**config.mk**
```make
export PLATFORM = sky130hd
export DESIGN_NAME = alu_iter
export DESIGN_NICKNAME = d
export VERILOG_FILES = /design/src/rtl/alu_pkg.sv /design/src/rtl/alu_iter_seq.sv /design/src/rtl/alu_iter.sv
export SDC_FILE = /design/constraint.sdc
export NUM_CORES = 1
export LEC_CHECK = 0
export ABC_AREA = 1
export BUFFER_PORTS_ARGS = -buffer_cell sky130_fd_sc_hd__buf_2
export CORE_ASPECT_RATIO = 0.5
export CORE_MARGIN = 2
export CORE_UTILIZATION = 28
export CTS_BUF_LIST = sky130_fd_sc_hd__clkbuf_4 sky130_fd_sc_hd__clkbuf_8
export DETAILED_ROUTE_END_ITERATION = 10
export GPL_TIMING_DRIVEN = 0
export HOLD_SLACK_MARGIN = 0.1
export PLACE_DENSITY = 0.45
export SETUP_SLACK_MARGIN = 0.4
export SYNTH_ARGS = -nofsm -noshare
export SYNTH_HDL_FRONTEND = slang
export SYNTH_SLANG_ARGS = --single-unit
```
**constraint.sdc**
```tcl
create_clock -name clk -period 5.5 [get_ports clk]
set_clock_uncertainty 0.05 [all_clocks]
set_input_delay 0.825 -clock clk [delete_from_list [all_inputs] [get_ports clk]]
set_output_delay 0.825 -clock clk [all_outputs]
set_load 0.01 [all_outputs]
```
**src/rtl/alu_pkg.sv**
```systemverilog
// Shared opcode/state encodings and flag bit positions for the iterative ALU.
package alu_pkg;
  typedef enum logic [3:0] {
    OP_ADD = 4'd0,
    OP_SUB = 4'd1,
    OP_AND = 4'd2,
    OP_OR  = 4'd3,
    OP_XOR = 4'd4,
    OP_NOT = 4'd5,
    OP_SHL = 4'd6,
    OP_SHR = 4'd7,
    OP_SAR = 4'd8,
    OP_MUL = 4'd9
  } op_t;

  typedef enum logic [1:0] {
    IDLE = 2'd0,
    BUSY = 2'd1,
    DONE = 2'd2
  } state_t;

  localparam int FZ = 3;
  localparam int FN = 2;
  localparam int FC = 1;
  localparam int FV = 0;

  function automatic logic is_shift(input logic [3:0] op);
    return (op == OP_SHL) || (op == OP_SHR) || (op == OP_SAR);
  endfunction
endpackage

```
**src/rtl/alu_iter_seq.sv**
```systemverilog
// Iterative datapath: one shift bit or one shift-add step per cycle (start counts as the first step).
// done pulses on the final BUSY step; res/c are that step's combinational result, captured by the top.
module alu_iter_seq import alu_pkg::*; #(
  parameter int WIDTH = 8
) (
  input  logic             clk,
  input  logic             rst,
  input  logic             start,
  input  logic             step,
  input  logic [3:0]       op,
  input  logic [WIDTH-1:0] a,
  input  logic [WIDTH-1:0] b,
  output logic             done,
  output logic [WIDTH-1:0] res,
  output logic             c
);
  localparam int SHW = $clog2(WIDTH);
  localparam int CW  = SHW + 1;

  logic [3:0]         op_q;
  logic [CW-1:0]      cnt;
  logic [WIDTH-1:0]   sh;
  logic [2*WIDTH-1:0] acc;
  logic [2*WIDTH-1:0] mcand;
  logic [WIDTH-1:0]   mplier;

  logic [3:0]         op_src;
  logic [WIDTH-1:0]   sh_src;
  logic [WIDTH-1:0]   sh_nxt;
  logic               shc_nxt;
  logic [2*WIDTH-1:0] acc_src;
  logic [2*WIDTH-1:0] mc_src;
  logic [WIDTH-1:0]   mpl_src;
  logic [2*WIDTH-1:0] acc_nxt;

  // Returns {bit shifted out, shifted value} for a single-bit shift.
  function automatic logic [WIDTH:0] sh_step(input logic [3:0] o, input logic [WIDTH-1:0] x);
    case (o)
      OP_SHL:  return {x[WIDTH-1], x[WIDTH-2:0], 1'b0};
      OP_SHR:  return {x[0], 1'b0, x[WIDTH-1:1]};
      default: return {x[0], x[WIDTH-1], x[WIDTH-1:1]};
    endcase
  endfunction

  always_comb begin
    op_src  = start ? op : op_q;
    sh_src  = start ? a : sh;
    acc_src = start ? '0 : acc;
    mc_src  = start ? {{WIDTH{1'b0}}, a} : mcand;
    mpl_src = start ? b : mplier;
    {shc_nxt, sh_nxt} = sh_step(op_src, sh_src);
    acc_nxt = acc_src + (mpl_src[0] ? mc_src : '0);
  end

  assign done = step && (cnt == CW'(1));
  assign res  = (op_q == OP_MUL) ? acc_nxt[WIDTH-1:0] : sh_nxt;
  assign c    = (op_q == OP_MUL) ? |acc_nxt[2*WIDTH-1:WIDTH] : shc_nxt;

  always_ff @(posedge clk) begin
    if (rst) begin
      op_q   <= '0;
      cnt    <= '0;
      sh     <= '0;
      acc    <= '0;
      mcand  <= '0;
      mplier <= '0;
    end else if (start || step) begin
      op_q   <= op_src;
      cnt    <= start ? ((op == OP_MUL) ? CW'(WIDTH - 1) : CW'(b[SHW-1:0]) - CW'(1))
                      : cnt - CW'(1);
      sh     <= sh_nxt;
      acc    <= acc_nxt;
      mcand  <= mc_src << 1;
      mplier <= mpl_src >> 1;
    end
  end
endmodule

```
**src/rtl/alu_iter.sv**
```systemverilog
// Iterative ALU: 1-cycle logic/arith, max(shamt,1)-cycle shifts, WIDTH-cycle multiply.
// Single request in flight; result held in DONE until out_ready, in_ready only in IDLE.
module alu_iter import alu_pkg::*; #(
  parameter int WIDTH = 8
) (
  input  logic             clk,
  input  logic             rst,
  input  logic             in_valid,
  output logic             in_ready,
  input  logic [WIDTH-1:0] a,
  input  logic [WIDTH-1:0] b,
  input  logic [3:0]       s,
  output logic             out_valid,
  input  logic             out_ready,
  output logic [WIDTH-1:0] out,
  output logic [3:0]       flags
);
  localparam int SHW = $clog2(WIDTH);

  state_t           state;
  state_t           state_nxt;
  logic [SHW-1:0]   shamt;
  logic             iter;
  logic             accept;
  logic             seq_done;
  logic             seq_c;
  logic [WIDTH-1:0] seq_res;
  logic [WIDTH:0]   sum;
  logic [WIDTH:0]   diff;
  logic [WIDTH-1:0] r1;
  logic             c1;
  logic             v1;

  function automatic logic [3:0] mkflags(input logic [WIDTH-1:0] r, input logic cf, input logic vf);
    logic [3:0] f;
    f     = '0;
    f[FZ] = (r == '0);
    f[FN] = r[WIDTH-1];
    f[FC] = cf;
    f[FV] = vf;
    return f;
  endfunction

  assign shamt  = b[SHW-1:0];
  assign iter   = (is_shift(s) && (shamt > SHW'(1))) || (s == OP_MUL);
  assign accept = in_valid && in_ready;

  // Single-cycle results; shifts here only ever see amount 0 or 1.
  always_comb begin
    sum  = {1'b0, a} + {1'b0, b};
    diff = {1'b0, a} - {1'b0, b};
    r1   = '0;
    c1   = 1'b0;
    v1   = 1'b0;
    case (s)
      OP_ADD: begin
        r1 = sum[WIDTH-1:0];
        c1 = sum[WIDTH];
        v1 = (a[WIDTH-1] == b[WIDTH-1]) && (r1[WIDTH-1] != a[WIDTH-1]);
      end
      OP_SUB: begin
        r1 = diff[WIDTH-1:0];
        c1 = diff[WIDTH];
        v1 = (a[WIDTH-1] != b[WIDTH-1]) && (r1[WIDTH-1] != a[WIDTH-1]);
      end
      OP_AND: r1 = a & b;
      OP_OR:  r1 = a | b;
      OP_XOR: r1 = a ^ b;
      OP_NOT: r1 = ~a;
      OP_SHL: begin
        r1 = (shamt == '0) ? a : {a[WIDTH-2:0], 1'b0};
        c1 = (shamt != '0) && a[WIDTH-1];
      end
      OP_SHR: begin
        r1 = (shamt == '0) ? a : {1'b0, a[WIDTH-1:1]};
        c1 = (shamt != '0) && a[0];
      end
      OP_SAR: begin
        r1 = (shamt == '0) ? a : {a[WIDTH-1], a[WIDTH-1:1]};
        c1 = (shamt != '0) && a[0];
      end
      default: ;
    endcase
  end

  always_ff @(posedge clk) begin
    if (rst) state <= IDLE;
    else     state <= state_nxt;
  end

  always_comb begin
    state_nxt = state;
    case (state)
      IDLE:    if (accept) state_nxt = iter ? BUSY : DONE;
      BUSY:    if (seq_done) state_nxt = DONE;
      DONE:    if (out_ready) state_nxt = IDLE;
      default: state_nxt = IDLE;
    endcase
  end

  always_comb begin
    in_ready  = (state == IDLE);
    out_valid = (state == DONE);
  end

  always_ff @(posedge clk) begin
    if (rst) begin
      out   <= '0;
      flags <= '0;
    end else if (accept && !iter) begin
      out   <= r1;
      flags <= mkflags(r1, c1, v1);
    end else if ((state == BUSY) && seq_done) begin
      out   <= seq_res;
      flags <= mkflags(seq_res, seq_c, 1'b0);
    end
  end

  alu_iter_seq #(.WIDTH(WIDTH)) u_seq (
    .clk   (clk),
    .rst   (rst),
    .start (accept && iter),
    .step  (state == BUSY),
    .op    (s),
    .a     (a),
    .b     (b),
    .done  (seq_done),
    .res   (seq_res),
    .c     (seq_c)
  );
endmodule

```
==> flow_metrics.py <==
metrics = {
    "worst_setup_path": {
        "required_ns": 5.70,
        "crit_path_max_fanout": 10,
        "cp.arrival_ns": 4.83,
        "rrSetupSlack_ns": 1.25,
        "crit_buf_inv": 7,
        "r2r_end": "flags[1]$_SDFFE_PP0P_",
        "critPathCaptureType": "register",
        "crit_top_cell": "nand2_1",
        "critical_path.slowest_cell": "clkbuf_1",
        "regToRegStartpoint": "state[0]$_SDFFE_PP0P_",
        "worstSetupPathType": "input pin to register",
        "path_delay_family": "buffers and inverters",
        "cp-start-kind": "input pin",
        "r2r_cells": 24,
        "cpPeakStageDelay_ns": 0.44,
    },
    "power_and_ir_drop": {
        "power_density_nw_per_um2": 215,
        "p_int_w": 0.000858,
        "total_power_w": 0.00135,
        "p_sw_w": 0.000493,
        "comb_power_share_pct": 29.3,
        "p_clk_share_pct": 30.8,
        "p_seq_share_pct": 39.9,
        "leakage_nw": 3.09,
        "ir_worst_vdd_uv": 102,
        "p_sw_share_pct": 36.5,
    },
    "final_layout": {
        "drive_gt1_share_pct": 11.7,
        "layout.nets": 1001,
        "n_antenna_cell": 0,
        "final_cells": 1201,
        "final_common_cell": "nand2_1",
        "layout_common_cells": "nand2_1, inv_1, o21ai_0",
        "fillerInstances": 2183,
        "syn2layout_area_growth_pct": 12.6,
    },
    "detailed_routing": {
        "routed_wl_um": 19300,
        "ant_nets": 0,
        "vias": 5918,
        "viasPerCell": 4.93,
        "drt_first_pass_iters": 5,
        "post_drt_wl_per_cell_um": 16.0,
        "drc": 0,
        "drt_iter0_markers": 416,
    },
    "floorplanning": {
        "num_io_pins": 38,
        "initial_utilization_pct": 28.6,
        "die_y_um": 104,
        "core-area_sq_um": 19500,
        "die_w_um": 204,
        "die_area_sq_um": 21100,
        "core.rowCount": 36,
    },
    "global_routing": {
        "grt_pass1_wl_um": 30700,
        "grt_usage_pct": 18.5,
        "antenna_found_initial": 0,
        "grt_max_degree": 12,
        "overflow": 0,
        "grt_pass1_vias": 5672,
    },
    "min_path": {
        "min_path_cells": 2,
        "hold_end": "u_seq.mcand[11]$_SDFFE_PP0P_",
        "hold_start": "u_seq.mcand[10]$_SDFFE_PP0P_",
        "hp-class": "register to register",
    },
    "outcome": {
        "status": "complete, no violations",
    },
    "synth": {
        "synth.distinct_cells": 47,
        "synth_top_family_by_area": "simple AND/OR/NAND/NOR gates",
        "synthFlopType": "dfxtp_1",
        "ys_ff_latch": 67,
        "ys_seq_area_share_pct": 24.1,
        "yosysWarnings": 0,
        "netlist_area_sq_um": 5580,
        "synthAdderAreaFrac_pct": 10.7,
        "muxShareOfSynthArea_pct": 0,
        "synth_cells": 884,
        "synth-compound-area-share_pct": 20.0,
        "synth_xor_xnor_area_share_pct": 2.04,
        "synth.avg_cell_area_sq_um": 6.31,
        "synth_edf_count": 0,
        "synth_nets": 954,
        "yosys.area_share.simple_pct": 32.2,
        "synth_async_sr_flop_share_pct": 0,
    },
    "sta": {
        "setup_viol": 0,
        "finalWorstSetupSlack_ns": 0.863,
        "min_period_ns": 4.64,
        "hold_viol": 0,
        "period_share_pct": 84.3,
        "hold-worst-slack_ns": 0.417,
        "rsz0062_at_grt": "false",
        "drv_slew": 0,
        "finalSetupTns_ns": 0,
        "tightestPinTransition_ns": 0.923,
        "max_slew_margin_pct": 37.9,
        "fmax_mhz": 216,
    },
    "clock_tree": {
        "cts_tree": "built",
        "numCtsBuffers": 9,
        "cts_setup_buffers": 0,
        "hold_buffers": 0,
        "htreeDepth": 3,
        "root_buffer": "clkbuf_8",
        "cts_sinks": 67,
        "clock_latency_ns": 0.36,
        "cts_buffer_depth": 2,
        "path_clk_slew_ns": 0.08,
    },
    "run": {
        "max_cap_violations": 0,
    },
    "placed_design": {
        "io_buffer_count": 36,
        "pre_cts_slack_ns": 0.127,
        "gp_congestion": 0.900,
        "place_inst": 1186,
        "dp_hpwl_um": 15200,
    },
}
==> cells by family after synthesis <==
family	Yosys count
and+or+nand+nor	404
AOI/OAI and AO/OA	199
buffers and inverters	155
DFF	67
adders and majority gates	46
xor gates and xnor gates	13
==> metal layers <==
metal | vias up | track usage, % | wire length, um
met3 | 18 | 2.23 | 781
met5 | - | 0 | 0
li1 | 2979 | - | -
met4 | 0 | 3.75 | 225
met1 | 2771 | 26.0 | 9610
met2 | 150 | 30.2 | 8640
==> state kept, by name, summed over array words and instances, names as in the netlist <==
register,flops
u_seq.acc,16
u_seq.op_q,4
u_seq.mcand,15
out,7
flags,4
state,2
u_seq.sh,8
u_seq.mplier,7
u_seq.cnt,4
==> what timing repair did <==
action                                  in CTS  in global routing
endpoints found under the setup margin       0                  1
gates resized for setup                      0                  3
endpoints found under the hold margin        0                  0
==> cell usage after synthesis, types with 3 or more instances <==
cell type,number,area (sq um)
inv_2,6,22.5
nand3_1,48,240
or2_2,10,62.6
xnor2_1,5,43.8
nor2_1,73,274
clkbuf_1,17,63.8
nand2_4,3,33.8
o22ai_1,9,56.3
a31oi_1,12,75.1
nor2_4,4,45.0
xor2_1,8,70.1
a21oi_1,65,325
nand2_1,227,852
a22oi_1,4,30.0
nand2_2,10,62.6
buf_2,12,60.1
nor3_1,6,30.0
fa_1,3,60.1
ha_1,43,538
dfxtp_1,67,1340
inv_1,116,435
o21ai_1,3,15.0
o211ai_1,12,90.1
nand4_1,12,75.1
a21boi_0,5,37.5
o21ai_0,76,380
==> layout make-up <==
| class | count | area (sq um) | area share, % |
|---|---|---|---|
| multi-input combinational | 662 | 3630 | 57.8 |
| tap | 266 | 333 | 5.30 |
| sequential | 67 | 1340 | 21.4 |
| inverter | 122 | 458 | 7.29 |
| clock inverter | 5 | 55.1 | 0.877 |
| clock buffer | 10 | 131 | 2.09 |
| buffer | 33 | 150 | 2.39 |
| timing repair buffer | 36 | 180 | 2.87 |
==> stage by stage <==
stage / cell area [sq um] / util (%)
after detailed placement: 6090 / 31.2
after global routing: 6280 / 32.2
after floorplan: 5580 / -
after CTS: 6270 / 32.2
final: 6280 / 32.2
after global placement: 6090 / 31.2
==> tightest hold or removal path: cells and delay by family (launching register included) <==
family / cells / cell delay (ns)
AO/OA/AOI/OAI: 1 / 0.05
AND/OR/NAND/NOR: 1 / 0.06
flip-flops: 1 / 0.32
==> how the worst max path moves through the flow <==
| stage | from | endpoint | slack [ns] | cells past startpoint |
|---|---|---|---|---|
| 6_report | b[1] | flags[1]$_SDFFE_PP0P_ | 0.86 | 25 |
| 3_3_place_gp | b[1] | flags[1]$_SDFFE_PP0P_ | 0.09 | 23 |
| 2_1_floorplan | s[1] | flags[1]$_SDFFE_PP0P_ | 1.38 | 25 |
| 3_5_place_dp | b[1] | flags[1]$_SDFFE_PP0P_ | 0.13 | 23 |
| 5_1_grt | b[1] | flags[1]$_SDFFE_PP0P_ | 0.54 | 25 |
| 4_1_cts | b[1] | flags[1]$_SDFFE_PP0P_ | 0.49 | 23 |
==> power by group through the flow <==
stage	combinational [W]	clock (W)	sequential, W
floorplan	0.000268	0	0.000548
global placement	0.000392	0	0.000550
detailed placement	0.000393	0	0.000550
CTS	0.000395	0.000430	0.000538
global route	0.000449	0.000447	0.000543
finish	0.000396	0.000416	0.000539
Power figures use the tool's default switching activity.
